<file path="src/rtl/hc_scale_seq_pkg.sv">
// Shared definitions for the hyperbolic CORDIC front end: operand geometry,
// sequencer state and the microcode word for the constant-scale sequencer.
package hyperCord_pkg;

    localparam int I_SIGN_WIDTH = 1;
    localparam int I_INT_WIDTH  = 3;
    localparam int I_FRA_WIDTH  = 12;
    localparam int IDWIDTH      = I_SIGN_WIDTH + I_INT_WIDTH + I_FRA_WIDTH;

    localparam int SINH_STEPS = 4;
    localparam int COSH_STEPS = 3;
    localparam int SHW        = 4;

    typedef enum logic [1:0] {IDLE, RUN, DONE} state_t;
    typedef enum logic [1:0] {SRC_X, SRC_A, SRC_B} src_t;
    typedef enum logic {DST_A, DST_B} dst_t;

    typedef struct packed {
        src_t           srcA;
        logic [SHW-1:0] shA;
        src_t           srcB;
        logic [SHW-1:0] shB;
        dst_t           dst;
        logic           last;
    } ucode_t;

endpackage

</file>
<file path="src/rtl/fixedAddSub.sv">
// Fixed-point adder/subtractor; MODE=0 adds, otherwise subtracts. Wraps at DWIDTH.
module fixedAddSub #(
    parameter int DWIDTH = 16,
    parameter int MODE   = 0
) (
    input  logic [DWIDTH-1:0] a,
    input  logic [DWIDTH-1:0] b,
    output logic [DWIDTH-1:0] y
);

    assign y = (MODE == 0) ? (a + b) : (a - b);

endmodule

</file>
<file path="src/rtl/hc_scale_ucode.sv">
// Microcode ROM: (sel, step) -> adder operand sources, shifts and destination
// for the sinh(0.5) / cosh(0.5) shift-add programs.
module hc_scale_ucode
    import hyperCord_pkg::*;
(
    input  logic       sel,
    input  logic [1:0] step,
    output ucode_t     uw
);

    always_comb begin
        uw = '{srcA: SRC_X, shA: '0, srcB: SRC_X, shB: '0, dst: DST_A, last: 1'b0};
        if (!sel) begin
            case (step)
                2'd0: uw.shB = 4'd2;
                2'd1: begin
                    uw.srcA = SRC_A; uw.shA = 4'd4;
                    uw.shB  = 4'd6;  uw.dst = DST_B;
                end
                2'd2: begin
                    uw.srcA = SRC_A; uw.srcB = SRC_B;
                end
                default: begin
                    uw.srcA = SRC_A; uw.shA = 4'd5;
                end
            endcase
        end else begin
            case (step)
                2'd0: uw.shB = 4'd3;
                2'd1: begin
                    uw.shA = 4'd9; uw.shB = 4'd11; uw.dst = DST_B;
                end
                default: begin
                    uw.srcA = SRC_A; uw.srcB = SRC_B;
                end
            endcase
        end
        uw.last = sel ? (step == 2'(COSH_STEPS - 1)) : (step == 2'(SINH_STEPS - 1));
    end

endmodule

</file>
<file path="src/rtl/hc_scale_seq.sv">
// Multi-cycle sinh(0.5)/cosh(0.5) constant multiplier: one shift-add step per
// cycle through a single shared adder, valid/ready on both sides.
module hc_scale_seq
    import hyperCord_pkg::*;
#(
    parameter int INT_WIDTH  = I_INT_WIDTH,
    parameter int FRA_WIDTH  = I_FRA_WIDTH,
    parameter int SIGN_WIDTH = I_SIGN_WIDTH,
    parameter int DWIDTH     = IDWIDTH
) (
    input  logic              clk,
    input  logic              rst,
    input  logic              in_valid,
    output logic              in_ready,
    input  logic [DWIDTH-1:0] in_data,
    input  logic              in_sel,
    output logic              out_valid,
    input  logic              out_ready,
    output logic [DWIDTH-1:0] out_data,
    output logic              out_sel,
    output logic              busy
);

    if (SIGN_WIDTH + INT_WIDTH + FRA_WIDTH != DWIDTH) begin : g_width_chk
        $error("hc_scale_seq: SIGN_WIDTH+INT_WIDTH+FRA_WIDTH must equal DWIDTH");
    end

    state_t state, state_nxt;
    logic [1:0] step;
    logic sel_q;
    logic signed [DWIDTH-1:0] x_r, a_r, b_r;
    logic signed [DWIDTH-1:0] va, vb, opa, opb, sum;
    ucode_t uw;

    hc_scale_ucode u_ucode (.sel(sel_q), .step(step), .uw(uw));

    always_comb begin
        va = x_r;
        vb = x_r;
        case (uw.srcA)
            SRC_A:   va = a_r;
            SRC_B:   va = b_r;
            default: va = x_r;
        endcase
        case (uw.srcB)
            SRC_A:   vb = a_r;
            SRC_B:   vb = b_r;
            default: vb = x_r;
        endcase
    end

    assign opa = va >>> uw.shA;
    assign opb = vb >>> uw.shB;

    fixedAddSub #(.DWIDTH(DWIDTH), .MODE(0)) u_add (.a(opa), .b(opb), .y(sum));

    always_comb begin
        state_nxt = state;
        case (state)
            IDLE:    if (in_valid)  state_nxt = RUN;
            RUN:     if (uw.last)   state_nxt = DONE;
            DONE:    if (out_ready) state_nxt = IDLE;
            default: state_nxt = IDLE;
        endcase
    end

    always_ff @(posedge clk) begin
        if (rst) state <= IDLE;
        else     state <= state_nxt;
    end

    always_ff @(posedge clk) begin
        if (rst) begin
            step      <= '0;
            sel_q     <= 1'b0;
            x_r       <= '0;
            a_r       <= '0;
            b_r       <= '0;
            out_valid <= 1'b0;
            out_data  <= '0;
            out_sel   <= 1'b0;
        end else begin
            case (state)
                IDLE: if (in_valid) begin
                    x_r   <= in_data;
                    sel_q <= in_sel;
                    step  <= '0;
                end
                RUN: begin
                    if (uw.dst == DST_A) a_r <= sum;
                    else                 b_r <= sum;
                    if (uw.last) begin
                        // sinh chain carries an extra factor of two, dropped here
                        out_data  <= sel_q ? sum : (sum >>> 1);
                        out_sel   <= sel_q;
                        out_valid <= 1'b1;
                    end else begin
                        step <= step + 2'd1;
                    end
                end
                DONE: if (out_ready) out_valid <= 1'b0;
                default: ;
            endcase
        end
    end

    assign in_ready = (state == IDLE) && !rst;
    assign busy     = (state != IDLE);

endmodule

</file>
<file path="config.mk">
export PLATFORM = sky130hd
export DESIGN_NAME = hc_scale_seq
export DESIGN_NICKNAME = d
export VERILOG_FILES = /design/src/rtl/hc_scale_seq_pkg.sv /design/src/rtl/fixedAddSub.sv /design/src/rtl/hc_scale_ucode.sv /design/src/rtl/hc_scale_seq.sv
export SDC_FILE = /design/constraint.sdc
export NUM_CORES = 1
export LEC_CHECK = 0
export ABC_AREA = 1
export CAP_MARGIN = 20
export CORE_ASPECT_RATIO = 1.1
export CORE_UTILIZATION = 50
export DETAILED_ROUTE_END_ITERATION = 7
export GPL_TIMING_DRIVEN = 0
export HOLD_SLACK_MARGIN = 0.12
export MAX_ROUTING_LAYER = met4
export PLACE_DENSITY = 0.7
export SLEW_MARGIN = 10
export SYNTH_ARGS = -nofsm -noshare
export SYNTH_HDL_FRONTEND = slang
export SYNTH_SLANG_ARGS = --single-unit
</file>
<file path="constraint.sdc">
create_clock -name clk -period 4.15 [get_ports clk]
set_clock_uncertainty 0.05 [all_clocks]
set_input_delay 0.415 -clock clk [delete_from_list [all_inputs] [get_ports clk]]
set_output_delay 0.415 -clock clk [all_outputs]
set_load 0.03 [all_outputs]
</file>
---- After elaboration in Yosys (flattened, before gate mapping) ----
Cells that the tools add are included.
word-level totals
  flip-flop bits (word level) ............. 71
  bits of input ports ..................... 21
operators by class
  $add $sub $neg .......................... 2
  equality and inequality tests ........... 13
  shift operators ......................... 2
  muxes and demuxes ....................... 24
  bitwise logic cells ..................... 1
  reduce and logical (&&, ||, !) cells .... 16
operator list
  cell                                                                     number
  16-bit one-hot mux with 2 select lines                                   2
  16-bit by 4-bit >>> shifter with 16-bit output                           2
  16-bit adder                                                             1
  15-bit two-way mux                                                       1
  2-bit two-way mux                                                        7
  13-bit two-way mux                                                       1
  3-bit one-hot mux with 2 select lines                                    2
  2-bit equality test, second input constant                               5
  3-bit AND reduction                                                      3
  2-bit by 1-bit equality test with 1-bit output, second input constant    4
  4-bit one-hot mux with 2 select lines                                    1
  2-bit AND reduction                                                      4
  1-bit two-way mux                                                        6
  2-bit inequality test, second input constant                             3
  2-bit one-hot mux with 3 select lines                                    1
  2-bit nonzero test                                                       3
  2-bit logical NOT                                                        2
  4-bit two-way mux                                                        1
  2-bit one-hot mux with 2 select lines                                    1
  2-bit OR reduction                                                       2
  2-bit by 1-bit adder with 2-bit output, second input constant            1
  2-bit by 1-bit inequality test with 1-bit output, second input constant  1
  1-bit one-hot mux with 2 select lines                                    1
  1-bit logical AND                                                        1
  2 further kinds                                                          2

---- Longest topological paths before layout ----
Gate-level depths: netlist of run 1.
  word-level depth ........................ 9
  gate-level depth with buffers ........... 27

---- Cells and area by module ----
From an unflattened synthesis of run 1, not the netlist that was laid out.
unflattened totals
  cell total of the unflattened synthesis .. 1,004
  area, all modules ....................... 5,854.4 um^2
by module, submodules not included
  module          instances  cells each  area each (um^2)  seq. area each (um^2)
  hc_scale_seq    1          806         4,819.6           1,421.4
  fixedAddSub     1          176         930.9             0.0
  hc_scale_ucode  1          22          103.8             0.0

---- Worst setup path before layout of run 1 ----
OpenSTA, ideal clock, no wires.
  path type ............................... reg2reg
  start point ............................. register step[0]
  end point ............................... register out_data[5]
  library setup time ...................... 0.110 ns
  arrival ................................. 3.109 ns
  slack ................................... 0.881 ns
  stages on the path, launching flop included .. 26
  path buffers ............................ 1
  cells stage by stage .................... dfxtp_1 inv_1 ha_1 inv_1 nand2_2 nand2_2 nand2_4 buf_6 nand2_1 o21ai_1 o211ai_1 nand2_1 nand2_1 inv_1 ha_1 fa_1 nand2_1 nand2_1 nand3_1 nand2_1 or2_2 and2_1 nand2_1 nand3_1 nand2_1 inv_1
on the way
  longest elaborated chain between the ends .. 9
ends and longest elaborated chain
  element                                                                              RTL line                                    text
  start, declared                                                                      hc_scale_seq.sv:29                          logic [1:0] step;
  start signal, assigned                                                               hc_scale_seq.sv:98                          step <= step + 2'd1;
  2-bit by 1-bit equality test with 1-bit output or 2-bit logical NOT (tied branches)  hc_scale_ucode.sv:14, hc_scale_ucode.sv:28
  2-bit OR reduction (no source line)                                                  --
  1-bit two-way mux or 2-bit two-way mux (tied branches)                               hc_scale_ucode.sv:28                        case (step)
  13-bit two-way mux                                                                   hc_scale_ucode.sv:13                        if (!sel) begin
  2-bit equality test, or another cell as far along                                    hc_scale_seq.sv:40                          case (uw.srcA)
  16-bit one-hot mux with 2 select lines, on equally long branches                     hc_scale_seq.sv:40, hc_scale_seq.sv:45
  16-bit by 4-bit >>> shifter with 16-bit output, on equally long branches             hc_scale_seq.sv:52, hc_scale_seq.sv:53
  16-bit adder                                                                         fixedAddSub.sv:11                           assign y = (MODE == 0) ? (a + b) : (a - b);
  15-bit two-way mux                                                                   hc_scale_seq.sv:94                          out_data <= sel_q ? sum : (sum >>> 1);
  end signal, assigned                                                                 hc_scale_seq.sv:94
  end, declared                                                                        hc_scale_seq.sv:19                          output logic [DWIDTH-1:0] out_data,
Parallel ways exist; a longest one is shown, timed or not.
A chain may end at the register's enable or synchronous reset.

---- Worst setup path in the final report of run 1 ----
  start point ............................. register step[1]
  end point ............................... register out_data[5]
The elaborated chain is that of the path after synthesis.

==> results of run 1 <==
[cell usage after synthesis (all sizes together), types with 4 or more instances]
| cell | count |
|---|---|
| dfxtp | 71 |
| ha | 20 |
| a21oi | 60 |
| xor2 | 4 |
| nor3 | 4 |
| nand2 | 239 |
| a31oi | 6 |
| inv | 143 |
| buf | 17 |
| o21ai | 105 |
| or2 | 4 |
| o211ai | 18 |
| nor2 | 67 |
| o21bai | 9 |
| clkbuf | 18 |
| and2 | 9 |
| nand3 | 42 |
[repair_timing]
action | in CTS | in global routing
buffers inserted | 0 | 1
setup endpoints to repair | 0 | 13
hold buffers | 0 | 0
resized for setup | 0 | 5
hold endpoints to repair | 0 | 0
[cells by family (layout without fill, tap and decap cells)]
group                      after synthesis  after routing  synth area share
xor gates and xnor gates                 5              5          0.008450
adders and majority gates               21             21           0.05215
AOI/OAI and AO/OA                      208            208            0.2224
and+or+nand+nor                        371            371            0.3023
buffers and inverters                  178            234            0.1405
DFF                                     71             71            0.2743
[critical path: stages (launching register included)]
cell      delay, ps
dfxtp_1         360
inv_1            90
ha_1            290
o21ai_0         420
clkbuf_1        400
o21ai_0         160
o21ai_0         320
nand2_1         100
nand2_1          90
ha_1            260
or2_2           320
nand3_1          90
nand2_1         100
or2_2           300
and2_1          190
nand2_1          70
nand3_1          60
nand2_1          60
inv_1            50
[sequential cells by signal (all words and copies together) (netlist names)]
signal and cells:
state 2, b_r 16, out_valid 1, step 2, sel_q 1, out_data 16, x_r 16, out_sel 1
a_r 16
[per-layer routing]
metal | vias up | GRT usage | routed length, µm
met5 | - | - | 0
met2 | 219 | 0.5774 | 8141
met1 | 2604 | 0.4328 | 7560
met4 | 0 | 0.1712 | 740
li1 | 2833 | - | -
met3 | 51 | 0.04231 | 1164
[power groups by stage]
stage               Clock [mW]  Combinational [mW]  Sequential (mW)
floorplan                    0                1.14            0.779
global placement             0                1.62            0.782
detailed placement           0                1.64            0.782
CTS                      0.717                1.66            0.767
global route             0.745                1.87            0.774
finish                   0.709                1.70            0.769
[how the worst max path moves through the flow]
stage / slack [ps] / depth (start not counted) / to / startpoint
2_1_floorplan: 880 / 25 / out_data[5]$_SDFFE_PP0P_ / step[0]$_SDFFE_PP0P_
3_3_place_gp: 320 / 22 / a_r[4]$_SDFFE_PP0P_ / step[0]$_SDFFE_PP0P_
3_5_place_dp: 200 / 22 / a_r[4]$_SDFFE_PP0P_ / step[0]$_SDFFE_PP0P_
4_1_cts: 180 / 22 / a_r[4]$_SDFFE_PP0P_ / step[0]$_SDFFE_PP0P_
5_1_grt: -4 / 24 / out_data[7]$_SDFFE_PP0P_ / step[1]$_SDFFE_PP0P_
6_report: 250 / 18 / out_data[5]$_SDFFE_PP0P_ / step[1]$_SDFFE_PP0P_
[final cells by class]
| cell class | count | area [µm²] | area share |
|---|---|---|---|
| inverters | 143 | 536.8 | 0.08960 |
| multi-input cells | 605 | 3040 | 0.5075 |
| flip-flops and latches | 71 | 1423 | 0.2375 |
| clock buffers | 9 | 123.9 | 0.02068 |
| repair buffers | 40 | 397.9 | 0.06642 |
| clock inverters | 7 | 127.6 | 0.02130 |
| well taps | 120 | 150.1 | 0.02506 |
| plain buffers | 35 | 191.4 | 0.03195 |
==> run metrics, run 1 <==
Hold Path Origin out_valid$_SDFFE_PP0P_; clock sink count 71; commonest non-fill, non-tap cell in the layout nand2_1; synth top area cells dfxtp_1 27%, nand2_1 17%, inv_1 9.8%; GP Congestion 0.9681; Final ANT Viol Nets 0; sequential share of power 0.242; crit path time final 3896 ps; register clock-pin slew on the reported worst setup and hold paths 90 ps; Worst Path Arrival a little over 4000 ps; max frequency 256.7 MHz; post-layout instance area roughly 6000 µm²; Fillers 981; setup total negative slack 0 ps; first-pass GRT wire length between 20000 and 30000 µm; total chip power 3.182 mW; final WL around 18000 µm; die height 108.8 µm; Post-Syn Nets 896; CTS buffer count 9; Die W 99.07 µm; Worst-Skew Late Latency 360 ps; Max-Cap Viols 0; Logic pwr share 0.535; fin nets roughly 950; 1st-iter DRT viols 553; Pwr Density between 500 and 600 nW/µm²; synthesized cell area 5182 µm²; number of flops mapped to enable cells by yosys 0; Unique masters post-synth 38; vias in the first global route about 5500; Worst-Margin Slew 586.5 ps; H-Tree Depth 3; antenna cells 0; flops & latches, synth 71; Mapped Cells between 800 and 900; smallest setup slack after layout 254.5 ps; I/O pin total 41; Worst Path Max Fanout 10; Final Hold Viols 0; initial antenna violation count 0; GRT overflow 0; DP Worst Slack 196.9 ps; CTS Root Buffer Type clkbuf_8; hold path endpoint out_valid$_SDFFE_PP0P_; HPWL after DPL 14180 µm; DRC Markers 0; Post-synth ARST share 0; Area Growth Syn to Fin 15.60%; Vias/cell around 5.5; switching fraction of total power 0.4726; Ys Warns 0; WP data required 4350 ps; Int Pwr 1.678 mW; core area approximately 10000 µm²; clock share of power 0.223; Mapped Avg Cell Area approximately 6.1 µm²; Reg-to-Reg End out_data[5]$_SDFFE_PP0P_; placement row count 38; final worst path period share 0.9387; sequential cell area fraction in the yosys report 0.2743; outcome finished, final reports clean; Finished Layout Cells 1030; worst-case hold slack 428.5 ps; worst reg2reg setup slack 250 ps; Cells after DPL 1013; die area 10780 µm²; Switch Pwr 1.504 mW; fin util 0.6000; port buffer count 39; CP Launch Type flip-flop; Slew HR 0.6077; Synth area leader dfxtp_1; crit end category flip-flop; Cell Area, Placed between 5000 and 6000 µm²; Pins Over Slew Limit 0; LEAKAGE 3.040 nW; total number of vias 5707; share of the synthesized area in the top cell type 0.2743; ys flop type dfxtp_1; Initial Utilization 0.5190; CP Class flip-flop to flip-flop; most frequent cells in the layout 231 x nand2_1, 134 x inv_1, 86 x o21ai_0; share of layout cells above drive strength 1 0.06813; CTS tree built; DR pass1 iterations 6; drt wl/cell ~17 µm; largest net degree at the start of global routing 15; Tightest Hold Check Type flip-flop to flip-flop; Worst Hold Path Cells 2; r2r worst-path depth 18; reg2reg start step[1]$_SDFFE_PP0P_; Clock Path Buffers 2; Final setup viols 0; maximum vdd ir drop between 0.0003 and 0.0004 V; Total GRT Usage 0.3520
(Power assumes the default switching activity.)
==> inputs of run 2 (changes only) <==
CORE_UTILIZATION = 59   (was 50)
HOLD_SLACK_MARGIN = 0.03   (was 0.12)
PLACE_DENSITY = 0.81   (was 0.7)
SLEW_MARGIN = not set   (was 10)
==> run metrics, run 2 (synthesis results as in run 1) <==
placement row count 35; clock sink count 71; CP Launch Type flip-flop; Clock Path Buffers 2; I/O pin total between 40 and 50; CP Class flip-flop to flip-flop; most frequent CP cell nand2_1; GRT busiest layer met2; Worst-Skew Late Latency 370 ps; WP data required 4350 ps; DRC Markers 0; Final ANT Viol Nets 0; fin nets 947; Worst Path Arrival roughly 4200 ps; final WL about 17000 µm; most frequent cells in the layout 231 x nand2_1, 134 x inv_1, 88 x o21ai_0; Vias/cell around 5.7; DR pass1 iterations 6; total number of vias just under 6000; LEAKAGE around 3.0 nW; Tightest Hold Check Type flip-flop to flip-flop; Area Growth Syn to Fin 14.36%; CP max stage cell fa_1; Worst-Margin Slew between 600 and 700 ps; Final Hold Viols 0; CTS Root Buffer Type clkbuf_8; Cells after DPL 1004; setup total negative slack 0 ps; core area approximately 8500 µm²; GRT met2 Usage 0.6568; die height between 100 and 150 µm; grt met3 use 0.04242; Initial Utilization 0.6132; slowest stage delay, CP about 410 ps; largest net degree at the start of global routing 16; Slew HR 0.5965; 1st-iter DRT viols 632; Pins Over Slew Limit 0; Total GRT Usage 0.3915; CTS buffer count 9; maximum vdd ir drop 0.0003522 V; drt wl/cell 16.87 µm; Die W 91.36 µm; initial antenna violation count 0; port buffer count 39; H-Tree Depth 3; met1 Usage GRT 0.4684; CTS tree built; crit end category flip-flop; commonest non-fill, non-tap cell in the layout nand2_1; worst-case hold slack 421.1 ps; GRT overflow 0; vias in the first global route 5387; first-pass GRT wire length 26670 µm; HPWL after DPL 13310 µm; antenna cells 0; share of layout cells above drive strength 1 0.06593; die area about 9200 µm²; Worst Path Max Fanout 10; Final setup viols 0; Finished Layout Cells a little over 1000; final worst path period share 0.9576; register clock-pin slew on the reported worst setup and hold paths about 90 ps; Pwr Density 513.7 nW/µm²; GP Congestion 1.015; crit path time final just under 4000 ps; Max-Cap Viols 0; Hold Buf Count CTS 0; crit path cell chain inv_1 > ha_1 > inv_2 > nand2_2 > nand2_2 > nand2_4 > buf_6 > nand2_1 > o21ai_1 > o211ai_1 > nand2_1 > nand2_1 > inv_1 > ha_1 > fa_1 > nand2_1 > nand2_1 > nand3_1 > nand2_1 > or2_2 > and2_1 > o21ai_0 > inv_1; outcome finished, final reports clean; max frequency 251.6 MHz
==> run 2: cell types whose count changed in the layout (fill, tap and decap cells not counted), sizes merged <==
| cell | previous run | this run |
|---|---|---|
| bufinv | 3 | 1 |
| inv | 146 | 147 |
| clkinvlp | 0 | 1 |
==> run 2: final cells by class <==
class,count,area [µm²]
clock buffers,9,123.9
inverters,143,536.8
clock inverters,7,83.83
repair buffers,40,397.9
plain buffers,35,191.4
fillers,714,2525
multi-input cells,605,3033
well taps,111,138.9
flip-flops and latches,71,1421
==> run 2: per-stage QoR <==
step	util	setup slack [ps]	power, mW	area [µm²]
2_1_floorplan	-	881.1	1.915	5182
3_3_place_gp	0.6758	322.3	2.356	5712
3_5_place_dp	0.6758	271.3	2.381	5712
4_1_cts	0.7004	170.1	2.983	5919
5_1_grt	0.7013	-4.926	3.222	5927
6_report	0.7013	175.9	3.045	5927
==> run 2: layer usage <==
layer  part of all wire  vias to the layer above
met2               0.47                      303
met5                  0                        -
li1                   -                     2841
met3              0.079                       61
met1               0.41                     2635
met4              0.044                        0
==> run 2: repair_timing <==
| item | 4_1_cts | 5_1_grt |
|---|---|---|
| buffers inserted | 0 | 1 |
| resized for setup | 0 | 1 |
| setup endpoints to repair | 0 | 13 |
==> run 2: critical path, delay by kind of cell (launching register included) <==
| family | cells | cell delay [ps] |
|---|---|---|
| and+or+nand+nor | 12 | 1300 |
| adders and majority gates | 3 | 920 |
| AOI/OAI and AO/OA | 3 | 690 |
| buffers and inverters | 5 | 550 |
| DFF | 1 | 360 |
==> run 2: power by group <==
group | switching (mW) | internal [mW]
Clock | 0.319 | 0.289
Combinational | 1.14 | 0.526
Sequential | 0.0334 | 0.736
==> run 2: final timing paths <==
path | startpoint | endpoint | slack, ps | cells past startpoint
hold / removal | out_valid$_SDFFE_PP0P_ | out_valid$_SDFFE_PP0P_ | 420 | 2
setup / recovery | step[1]$_SDFFE_PP0P_ | b_r[6]$_SDFFE_PP0P_ | 180 | 23
hold reg to reg | out_valid$_SDFFE_PP0P_ | out_valid$_SDFFE_PP0P_ | 420 | 2
setup reg to reg | step[1]$_SDFFE_PP0P_ | b_r[6]$_SDFFE_PP0P_ | 180 | 23
